[src/rtl/pc_fetch_unit.sv]
// Program-counter and instruction-fetch sequencer. It fetches one
// instruction word, holds it while the instruction executes, then commits
// the next PC chosen by the control unit. It also tracks a sticky interrupt
// request, which is presented only in user mode.
module pc_fetch_unit (
    input  logic        CLK,
    input  logic        RESET,
    input  logic [2:0]  PCSEL,
    input  logic [31:0] JT,
    input  logic        ADVANCE,
    input  logic        IRQ_IN,
    output logic        IMEM_REQ,
    output logic [31:0] IMEM_ADDR,
    input  logic        IMEM_ACK,
    input  logic [31:0] IMEM_RDATA,
    output logic [31:0] INSTR,
    output logic        INSTR_VALID,
    output logic        IRQ,
    output logic [31:0] PC,
    output logic [31:0] PC_PLUS4
);

    localparam int unsigned W          = 32;
    localparam int unsigned LW         = W - 1;
    localparam logic [W-1:0] RESET_PC   = 32'h8000_0000;
    localparam logic [W-1:0] ILLOP_PC   = 32'h8000_0004;
    localparam logic [W-1:0] XADR_PC    = 32'h8000_0008;
    localparam logic [W-1:0] ALIGN_MASK = 32'hFFFF_FFFC;

    typedef enum logic [1:0] {
        ST_RST   = 2'd0,
        ST_FETCH = 2'd1,
        ST_EXEC  = 2'd2
    } state_t;

    state_t          state;
    logic            pending;
    logic            pending_nxt;
    logic            commit;
    logic [LW-1:0]   br_offset;
    logic [LW-1:0]   seq_low;
    logic [LW-1:0]   br_low;
    logic [W-1:0]    next_pc;

    // Next-PC selection; sequential and branch targets keep the supervisor bit
    // and wrap within the low 31 bits.
    always_comb begin
        br_offset = {{13{INSTR[15]}}, INSTR[15:0], 2'b00};
        seq_low   = PC[LW-1:0] + LW'(4);
        br_low    = seq_low + br_offset;
        next_pc   = ILLOP_PC;
        case (PCSEL)
            3'd0:    next_pc = {PC[31], seq_low};
            3'd1:    next_pc = {PC[31], br_low};
            3'd2:    next_pc = {PC[31] & JT[31], JT[30:0]};
            3'd4:    next_pc = XADR_PC;
            default: next_pc = ILLOP_PC;
        endcase
        PC_PLUS4 = {PC[31], seq_low};
    end

    // Sticky interrupt pending: any IRQ_IN sets it, and an XAdr commit clears
    // it unless IRQ_IN is asserted in the same cycle.
    always_comb begin
        commit      = (state == ST_EXEC) && ADVANCE;
        pending_nxt = (commit && (PCSEL == 3'd4)) ? IRQ_IN : (pending | IRQ_IN);
    end

    assign IMEM_ADDR = PC;

    // Fetch/execute sequencer with registered outputs.
    always_ff @(posedge CLK) begin
        if (RESET) begin
            state       <= ST_RST;
            PC          <= RESET_PC;
            INSTR       <= '0;
            INSTR_VALID <= 1'b0;
            IMEM_REQ    <= 1'b0;
            IRQ         <= 1'b0;
            pending     <= 1'b0;
        end else begin
            pending <= pending_nxt;
            case (state)
                ST_RST: begin
                    state    <= ST_FETCH;
                    IMEM_REQ <= 1'b1;
                end
                ST_FETCH: begin
                    if (IMEM_ACK) begin
                        state       <= ST_EXEC;
                        INSTR       <= IMEM_RDATA;
                        INSTR_VALID <= 1'b1;
                        IMEM_REQ    <= 1'b0;
                        IRQ         <= pending_nxt & ~PC[31];
                    end
                end
                ST_EXEC: begin
                    if (ADVANCE) begin
                        state       <= ST_FETCH;
                        PC          <= next_pc & ALIGN_MASK;
                        INSTR_VALID <= 1'b0;
                        IMEM_REQ    <= 1'b1;
                        IRQ         <= 1'b0;
                    end else begin
                        IRQ <= pending_nxt & ~PC[31];
                    end
                end
                default: begin
                    state       <= ST_RST;
                    INSTR_VALID <= 1'b0;
                    IMEM_REQ    <= 1'b0;
                    IRQ         <= 1'b0;
                end
            endcase
        end
    end

endmodule

[config.mk]
export PLATFORM = sky130hd
export DESIGN_NAME = pc_fetch_unit
export DESIGN_NICKNAME = d
export VERILOG_FILES = /design/src/rtl/pc_fetch_unit.sv
export SDC_FILE = /design/constraint.sdc
export NUM_CORES = 1
export LEC_CHECK = 0
export BUFFER_PORTS_ARGS = -buffer_cell sky130_fd_sc_hd__buf_2
export CAP_MARGIN = 0
export CORE_MARGIN = 5
export CORE_UTILIZATION = 51
export CTS_BUF_LIST = sky130_fd_sc_hd__clkbuf_8
export DETAILED_ROUTE_END_ITERATION = 16
export GPL_ROUTABILITY_DRIVEN = 0
export MAX_ROUTING_LAYER = met4
export PLACE_DENSITY = 0.84
export SYNTH_ARGS = -nofsm -noshare
export SYNTH_HDL_FRONTEND = slang
export SYNTH_SLANG_ARGS = --single-unit
[constraint.sdc]
create_clock -name CLK -period 4 [get_ports CLK]
set_input_delay 0.8 -clock CLK [delete_from_list [all_inputs] [get_ports CLK]]
set_output_delay 0.8 -clock CLK [all_outputs]
set_load 0.01 [all_outputs]
==> flow_metrics.tcl, run 1 <==
set metrics [dict create \
    root_buffer "clkbuf_8" \
    grt_max_degree 57 \
    ys_seq_elements 67 \
    synth_top_area_share_pct 25.6 \
    cp-end-kind "register" \
    hold_violations 0 \
    drive_gt1_share_pct 29.3 \
    min-delay-start "INSTR[26]$_SDFFE_PP0P_" \
    grt_pass1_vias 5349 \
    regToRegStartpoint "IMEM_ADDR[14]$_SDFFE_PP0P_" \
    port_buffers 194 \
    fin_worst_skew_ps 10.7 \
    wire_per_inst_microns 16.6 \
    start_kind "register" \
    rsz0062_at_grt "false" \
    required_ps 4260 \
    drv.max_cap_violation_count 0 \
    core_sq_um 10200 \
    synth_top_cell_by_area "dfxtp_1" \
    cts.sinks 67 \
    synthCells 704 \
    grt_antenna_before_repair 0 \
    io_pins 203 \
    seq_area_frac_synth_pct 25.6 \
    ys_top_cells_by_area "dfxtp_1 26%, nand2_1 8.8%, a21oi_1 8.6%" \
    grt_util_all_layers_pct 26.5 \
    synth.cell_area_sq_um 5230 \
    worst_pin_slew_ps 1150 \
    final_core_util_pct 63.0 \
    relSlewSlack_pct 23.1 \
    yosys_warnings 0 \
    crit_path_max_incr_delay_ps 430 \
    r2r_cells 15 \
    h-tree-depth 3 \
    diodes 0 \
    placementRows 37 \
    tns_ps 0 \
    synth_top_flop_cell "dfxtp_1" \
    ys_types 62 \
    cts_buffers 9 \
    reg2reg_slack_ps 290 \
    grt_pass1_wl_microns 26300 \
    overflow 0 \
    cts_buffer_depth 2 \
    synth_area_per_cell_sq_um 7.43 \
    synth_edf_count 0 \
    whs_endpoint "INSTR[26]$_SDFFE_PP0P_" \
    async_flop_share_pct 0 \
    clk-insertion-delay-late_ps 360 \
    fin_nets 979 \
    crit_top_cell "xor2_1" \
    drtIter0Drc 564 \
    critPathKind "reg -> reg" \
    finalSetupViolCount 0 \
    drc_errors 0 \
    dieArea_sq_um 12400 \
    arrival_ps 3980 \
    fmax_mhz 269 \
    cp_max_fo 6 \
    path_cells "nand4_1 > nor4_4 > buf_4 > nand3_2 > nor2_2 > and4_1 > xor2_1 > ha_1 > a21o_1 > a21oi_1 > o21ai_0 > a31oi_4 > mux2i_1 > xor2_1 > a41o_1" \
    hold_path_depth 2 \
    hold_path.class "reg -> reg" \
    viasPerCell 5.68 \
    cts_tree "built" \
    die_h_microns 111 \
    vdd_drop_max_v 0.000190 \
    clk_pin_slew_worst_paths_ps 90 \
    syn_to_final_growth_pct 22.6 \
    vias 5739 \
    cp_slowest_cell "dfxtp_1" \
    initial_utilization_pct 51.4 \
    slew_violations 0 \
    reg2reg_to "IMEM_ADDR[30]$_SDFFE_PP0P_" \
    status "finished, final reports clean" \
    p_per_area_nw_per_um2 252 \
    cp-startpoint "IMEM_ADDR[14]$_SDFFE_PP0P_" \
    fin_crit_sh_pct 92.8 \
    drt-total-wl_microns 16800 \
    place_hpwl_microns 12700 \
    die_x_microns 111 \
    first_pass_iters 5 \
    cts_hold_buf 0 \
    fin_total_pwr_mw 1.62 \
    total_leakage_power_nw 3.14 \
    ant_nets 0 \
    fin_crit_ps 3710 \
]
-- timing repair --
| action | in CTS | in global routing |
|---|---|---|
| resized for setup | 0 | 4 |
| setup endpoints to repair | 0 | 6 |
| buffers inserted | 0 | 1 |
-- synthesized netlist by cell type, types with 2 or more instances --
| cell | number |
|---|---|
| o31a_1 | 3 |
| nand2_1 | 123 |
| a211oi_1 | 9 |
| o21ai_1 | 2 |
| nor2_1 | 53 |
| nand2b_1 | 5 |
| and2_1 | 4 |
| nor4_4 | 3 |
| and3_1 | 3 |
| ha_1 | 36 |
| a32oi_1 | 2 |
| xnor2_1 | 27 |
| buf_4 | 37 |
| o21a_1 | 5 |
| dfxtp_1 | 67 |
| or3_1 | 2 |
| a21o_1 | 9 |
| a22oi_1 | 6 |
| nand4_1 | 11 |
| inv_1 | 15 |
| nor2b_1 | 6 |
| xor2_1 | 18 |
| a222oi_1 | 12 |
| o211ai_1 | 2 |
| a22o_1 | 2 |
| nor3_1 | 13 |
| buf_1 | 2 |
| a21oi_1 | 90 |
| a31oi_1 | 5 |
| clkbuf_1 | 31 |
| o21bai_1 | 3 |
| nand3_1 | 19 |
| xnor2_2 | 2 |
| a221oi_1 | 6 |
| o31ai_1 | 7 |
| o21ai_0 | 37 |
| mux2i_1 | 2 |
-- final cells by class --
| class | count | area [sq um] |
|---|---|---|
| clock buffers | 9 | 124 |
| clock inverters | 7 | 81.3 |
| fillers | 974 | 3770 |
| inverters | 16 | 60.1 |
| multi-input cells | 555 | 3460 |
| flip-flops and latches | 67 | 1340 |
| well taps | 136 | 170 |
| repair buffers | 221 | 1170 |
-- per-layer routing --
layer / GRT usage [%] / share of wire (%) / wire length [microns]
met5: - / 0 / 0
met4: 8.68 / 2.6 / 444
met3: 5.95 / 9.1 / 1520
met2: 43.1 / 47 / 7860
met1: 32.8 / 41 / 6940
-- power breakdown --
group          internal (mW)  switching (mW)
logic                  0.112           0.175
registers              0.694          0.0223
clock network          0.300           0.312
-- sequential cells by signal, indices dropped and copies added (netlist names) --
register and cells:
IMEM_ADDR 30, IMEM_REQ 1, INSTR 32, INSTR_VALID 1, IRQ 1, pending 1
state 1
-- stage by stage --
step / hold slack [ps] / std cells / instance area (sq um) / setup slack [ps]
after floorplan: 444 / 709 / 5250 / 274
after global placement: 439 / 994 / 6180 / 256
after detailed placement: 443 / 994 / 6180 / 202
after CTS: 455 / 1010 / 6390 / 171
after global routing: 471 / 1011 / 6410 / 18.4
final: 456 / 1011 / 6410 / 287
-- critical path: cells and delay by family (launching register included) --
| kind | cells | cell delay, ps |
|---|---|---|
| simple gates | 5 | 1230 |
| buf+inv | 1 | 180 |
| fa+ha+maj | 1 | 340 |
| compound gates | 5 | 890 |
| mux | 1 | 230 |
| xor+xnor | 2 | 330 |
| flops | 1 | 430 |
-- how the worst max path moves through the flow --
stage / to / slack (ps) / depth (start not counted)
CTS: IMEM_ADDR[29]$_SDFFE_PP0P_ / 170 / 13
floorplan: IMEM_ADDR[23]$_SDFFE_PP0P_ / 270 / 16
finish: IMEM_ADDR[30]$_SDFFE_PP0P_ / 290 / 15
detailed placement: IMEM_ADDR[29]$_SDFFE_PP0P_ / 200 / 14
global placement: IMEM_ADDR[23]$_SDFFE_PP0P_ / 260 / 15
global route: IMEM_ADDR[30]$_SDFFE_PP0P_ / 20 / 15
-- kinds of logic after synthesis --
kind of cell             synth area share [%]
AO/OA/AOI/OAI                            25.6
XOR/XNOR                                 8.16
other                                  0.0717
AND/OR/NAND/NOR                          22.3
adder cells (fa/ha/maj)                  8.99
flip-flops                               25.6
multiplexers                            0.383
buffers and inverters                    8.92
-- layout by cell type (no fill, tap or decap), types with 3 or more instances in the layout --
cell	instances
conb_1	6
nor2_1	53
buf_2	194
a21oi_1	89
buf_4	27
nor4_4	3
inv_1	15
a211oi_1	8
xor2_1	18
dfxtp_1	66
nand4_1	11
a22oi_1	6
xnor2_1	27
o31ai_1	6
o21a_1	5
o21ai_0	37
and3_1	3
a31oi_1	5
nor2b_1	6
clkbuf_8	9
ha_1	36
o31a_1	3
o21bai_1	3
nand2_1	123
inv_6	4
a21o_1	9
and2_1	4
a221oi_1	6
nor3_1	12
nand3_1	19
nand2b_1	5
a222oi_1	12
(Power assumes the default switching activity.)
==> run 2: changes to the inputs <==
--- a/config.mk
+++ b/config.mk
@@ -10,10 +10,12 @@
 export CORE_MARGIN = 5
 export CORE_UTILIZATION = 51
 export CTS_BUF_LIST = sky130_fd_sc_hd__clkbuf_8
+export CTS_CLUSTER_SIZE = 12
 export DETAILED_ROUTE_END_ITERATION = 16
 export GPL_ROUTABILITY_DRIVEN = 0
 export MAX_ROUTING_LAYER = met4
-export PLACE_DENSITY = 0.84
+export PLACE_DENSITY = 0.83
+export RECOVER_POWER = 100
 export SYNTH_ARGS = -nofsm -noshare
 export SYNTH_HDL_FRONTEND = slang
 export SYNTH_SLANG_ARGS = --single-unit
==> flow_metrics.tcl, run 2 (synthesis gave the netlist of run 1 again) <==
set metrics [dict create \
    relSlewSlack_pct -8.99 \
    drv.max_cap_violation_count 2 \
    cts_buffer_depth 2 \
    required_ps 4210 \
    root_buffer "clkbuf_8" \
    grt_max_degree 57 \
    diodes 0 \
    first_pass_iters 5 \
    clk-insertion-delay-late_ps 350 \
    finalSetupViolCount 0 \
    overflow 0 \
    dieArea_sq_um 12400 \
    io_pins 203 \
    cp_max_fo 4 \
    largest_reg_flops 32 \
    largest-register "INSTR" \
    cp-end-kind "register" \
    vias 5732 \
    syn_to_final_growth_pct 20.5 \
    hold_violations 0 \
    initial_utilization_pct 51.4 \
    die_h_microns 111 \
    start_kind "register" \
    grt_pass1_wl_microns 26400 \
    cts.sinks 67 \
    critPathKind "reg -> reg" \
    fin_crit_ps 3820 \
    total_leakage_power_nw 2.74 \
    regToRegStartpoint "IMEM_ADDR[3]$_SDFFE_PP0P_" \
    tns_ps 0 \
    die_x_microns 111 \
    fin_worst_skew_ps 11.3 \
    slew_violations 68 \
    cts_hold_buf 0 \
    placementRows 37 \
    port_buffers 194 \
    status "finished, violations left" \
    fin_crit_sh_pct 95.6 \
    worst_pin_slew_ps 1630 \
    final_cell_mix "123 x nand2_1, 105 x buf_2, 97 x clkbuf_1" \
    fin_nets 984 \
    violations "max-capacitance violations, max-slew violations" \
    core_sq_um 10200 \
    p_per_area_nw_per_um2 256 \
    grt_antenna_before_repair 0 \
    drive_gt1_share_pct 18.5 \
    clk_pin_slew_worst_paths_ps 90 \
    arrival_ps 4030 \
    cp-startpoint "IMEM_ADDR[3]$_SDFFE_PP0P_" \
    crit_path_max_incr_delay_ps 350 \
    wire_per_inst_microns 16.5 \
    cp_slowest_cell "dfxtp_1" \
    drc_errors 0 \
    path_cells "ha_1 > inv_1 > or2_2 > nor2_1 > nand4_1 > xnor2_1 > ha_1 > nand4_1 > nor3_1 > nand3_1 > a21boi_2 > a21oi_1 > o31ai_1 > xor2_1 > a221oi_1 > nor3_1" \
    final_common_cell "nand2_1" \
    fin_total_pwr_mw 1.61 \
    h-tree-depth 3 \
    ant_nets 0 \
    final_core_util_pct 61.9 \
    fmax_mhz 262 \
    cts_tree "built" \
    place_hpwl_microns 12700 \
    vdd_drop_max_v 0.000174 \
    drtIter0Drc 584 \
    grt_util_all_layers_pct 26.2 \
    min-delay-start "INSTR[19]$_SDFFE_PP0P_" \
    cts_buffers 9 \
    viasPerCell 5.64 \
    drt-total-wl_microns 16800 \
    grt_pass1_vias 5316 \
    hold_path.class "reg -> reg" \
]
## run 2: report_power, final
part / internal [mW] / leakage, nW / switching, mW
registers: 0.694 / 0.544 / 0.0227
logic: 0.107 / 2.10 / 0.177
clock network: 0.299 / 0.0988 / 0.314
total: 1.10 / 2.74 / 0.514
## run 2: per-stage QoR
stage	setup slack (ps)	instance area, sq um	hold slack (ps)	instances
2_1_floorplan	274	5250	444	709
4_1_cts	163	6410	457	1013
3_3_place_gp	281	6210	438	997
3_5_place_dp	197	6210	444	997
6_report	178	6310	458	1016
5_1_grt	-8.59	6310	480	1016
## run 2: what timing repair did
action / CTS / global route
buffers inserted: 0 / 3
gates resized for setup: 0 / 3
hold endpoints to repair: 0 / 0
setup endpoints to repair: 0 / 4
## run 2: area by class of cell
class / count / area, sq um
clock inverters: 7 / 82.6
flip-flops and latches: 67 / 1340
clock buffers: 9 / 124
well taps: 136 / 170
multi-input cells: 555 / 3460
inverters: 16 / 60.1
repair buffers: 226 / 1070
fillers: 1001 / 3880
## run 2: critical path, delay by kind of cell, from the launching register on
family | cells | cell delay [ps]
fa+ha+maj | 2 | 590
flops | 1 | 350
xor+xnor | 2 | 290
simple gates | 7 | 1260
buf+inv | 1 | 110
compound gates | 4 | 1070
## run 2: per-layer routing
metal  wire (microns)  vias up  GRT usage, %  part of all wire (%)
met4              359        0          8.19                   2.1
met3             1420       27          4.75                   8.5
met2             7760      270          42.3                    46
met1             7220     2623          33.4                    43
met5                0        -             -                     0
li1                 -     2812             -                     -
## run 2: path summary, 6_finish.rpt
kind                                 to  slack (ps)  cells after the start
max          IMEM_ADDR[29]$_SDFFE_PP0P_         180                     16
max reg2reg  IMEM_ADDR[29]$_SDFFE_PP0P_         180                     16
min              INSTR[19]$_SDFFE_PP0P_         460                      2
min reg2reg      INSTR[19]$_SDFFE_PP0P_         460                      2
==> run 3: changes to the inputs <==
==> config.mk (replaced) <==
export PLATFORM = sky130hd
export DESIGN_NAME = pc_fetch_unit
export DESIGN_NICKNAME = d
export VERILOG_FILES = /design/src/rtl/pc_fetch_unit.sv
export SDC_FILE = /design/constraint.sdc
export NUM_CORES = 1
export LEC_CHECK = 0
export CAP_MARGIN = 0
export CORE_MARGIN = 5
export CORE_UTILIZATION = 65
export CTS_BUF_LIST = sky130_fd_sc_hd__clkbuf_8
export CTS_CLUSTER_SIZE = 12
export DETAILED_ROUTE_END_ITERATION = 16
export DONT_BUFFER_PORTS = 1
export GPL_ROUTABILITY_DRIVEN = 0
export MAX_ROUTING_LAYER = met4
export PLACE_DENSITY = 0.81
export RECOVER_POWER = 100
export REMOVE_ABC_BUFFERS = 1
export SYNTH_ARGS = -nofsm -noshare
export SYNTH_HDL_FRONTEND = slang
export SYNTH_SLANG_ARGS = --single-unit
==> flow_metrics.tcl, run 3 (synthesis gave the netlist of run 1 again) <==
set metrics [dict create \
    status "finished, violations left" \
    violations "max-capacitance violations, max-slew violations" \
    cts_setup_buffers 0 \
    combPwrFrac_pct 13.1 \
    cp-end-kind "register" \
    p_int_mw 1.06 \
    vdd_drop_max_v 0.000203 \
    largest-register "INSTR" \
    vias 5215 \
    path_cells "ha_1 > inv_1 > nor4_4 > nand3_2 > nor2_2 > and4_1 > xor2_1 > ha_1 > a21o_1 > a21oi_1 > o21ai_0 > a31oi_4 > mux2i_1 > xor2_1 > a41o_1" \
    h-tree-depth 3 \
    fin_worst_skew_ps 12.1 \
    root_buffer "clkbuf_8" \
    hold_path.class "reg -> reg" \
    core_sq_um 7770 \
    fin_nets 801 \
    rsz0062_at_grt "false" \
    final_cell_mix "123 x nand2_1, 90 x a21oi_1, 67 x dfxtp_1" \
    place_hpwl_microns 11600 \
    cp_max_fo 6 \
    cts_buffer_depth 2 \
    diodes 0 \
    pwr-share-clk_pct 39.0 \
    relSlewSlack_pct -5.78 \
    grt_pass1_vias 5092 \
    cts_tree "built" \
    switching_share_pct 30.9 \
    slew_violations 67 \
    port_buffers 0 \
    path_buf_inv 1 \
    clk-insertion-delay-late_ps 350 \
    total_leakage_power_nw 2.15 \
    tns_ps 0 \
    initial_utilization_pct 67.3 \
    fmax_mhz 262 \
    hold_violations 0 \
    dieArea_sq_um 9940 \
    clk_pin_slew_worst_paths_ps 90 \
    syn_to_final_growth_pct 3.37 \
    die_x_microns 99.7 \
    placementRows 32 \
    nFillCells 682 \
    fin_cells 799 \
    grt_max_degree 58 \
    first_pass_iters 5 \
    final_common_cell "nand2_1" \
    grt_pass1_wl_microns 25100 \
    cts_buffers 9 \
    die_h_microns 99.7 \
    drv.max_cap_violation_count 2 \
    drc_errors 0 \
    drtIter0Drc 478 \
    arrival_ps 4070 \
    fin_crit_ps 3810 \
    grt_antenna_before_repair 0 \
    worst_pin_slew_ps 1590 \
    wire_per_inst_microns 19.6 \
    dp_cells 783 \
    p_per_area_nw_per_um2 283 \
    fin_crit_sh_pct 95.3 \
    cts.sinks 67 \
    critPathKind "reg -> reg" \
    drt-total-wl_microns 15700 \
    critPathTopFamily "simple AND/OR/NAND/NOR gates" \
    viasPerCell 6.53 \
    ant_nets 0 \
    finalSetupViolCount 0 \
    start_kind "register" \
    seqPwrFrac_pct 47.9 \
    io_pins 203 \
    crit_path_max_incr_delay_ps 460 \
    drive_gt1_share_pct 7.17 \
    largest_reg_flops 32 \
    overflow 0 \
    grt_util_all_layers_pct 31.8 \
    p_switching_uw 472 \
    cp_slowest_cell "nor4_4" \
    required_ps 4260 \
]
run 3: timing repair:
| action | CTS | global route |
|---|---|---|
| gates resized for setup | 0 | 2 |
| hold buffers | 0 | 0 |
| setup endpoints to repair | 0 | 2 |
run 3: worst paths after layout:
check,start,end,slack (ps),cells after the start
max,IMEM_ADDR[3]$_SDFFE_PP0P_,IMEM_ADDR[30]$_SDFFE_PP0P_,190,15
min,pending$_SDFF_PP0_,pending$_SDFF_PP0_,490,2
max reg2reg,IMEM_ADDR[3]$_SDFFE_PP0P_,IMEM_ADDR[30]$_SDFFE_PP0P_,190,15
min reg2reg,pending$_SDFF_PP0_,pending$_SDFF_PP0_,490,2
run 3: area by class of cell:
cell class / instances / area, sq um / area share [%]
Inverter: 16 / 60.1 / 1.11
Tap cell: 102 / 128 / 2.36
Sequential cell: 67 / 1340 / 24.8
Clock inverter: 7 / 77.6 / 1.43
Multi-Input combinational cell: 555 / 3440 / 63.7
Timing Repair Buffer: 43 / 233 / 4.30
Clock buffer: 9 / 124 / 2.29
run 3: power groups by stage:
stage / Clock [mW] / Combinational (mW) / Sequential [mW]
floorplan: 0 / 0.148 / 0.742
CTS: 0.594 / 0.196 / 0.732
detailed placement: 0 / 0.195 / 0.748
finish: 0.597 / 0.200 / 0.732
global route: 0.634 / 0.225 / 0.736
global placement: 0 / 0.185 / 0.747
run 3: metal layers:
layer | GRT usage (%) | up-vias | part of all wire [%]
met4 | 9.77 | 0 | 2.2
met1 | 37.2 | 2402 | 38
met2 | 53.3 | 329 | 48
met3 | 7.99 | 43 | 12
li1 | - | 2441 | -
met5 | - | - | 0
run 3: tightest hold or removal path, stage by stage (launching register included):
cell     delay (ps)
dfxtp_1         310
a21oi_1          70
nor2_1           70
run 3: stage by stage:
step           utilization, %  instance area (sq um)  power [mW]  worst slack [ps]  hold WS [ps]
2_1_floorplan               -                   4840       0.890               215           444
3_3_place_gp             68.2                   5300       0.932               340           467
3_5_place_dp             68.2                   5300       0.943               196           478
4_1_cts                  70.8                   5500        1.52               188           497
5_1_grt                  69.6                   5410        1.60              4.26           487
6_report                 69.6                   5410        1.53               186           490
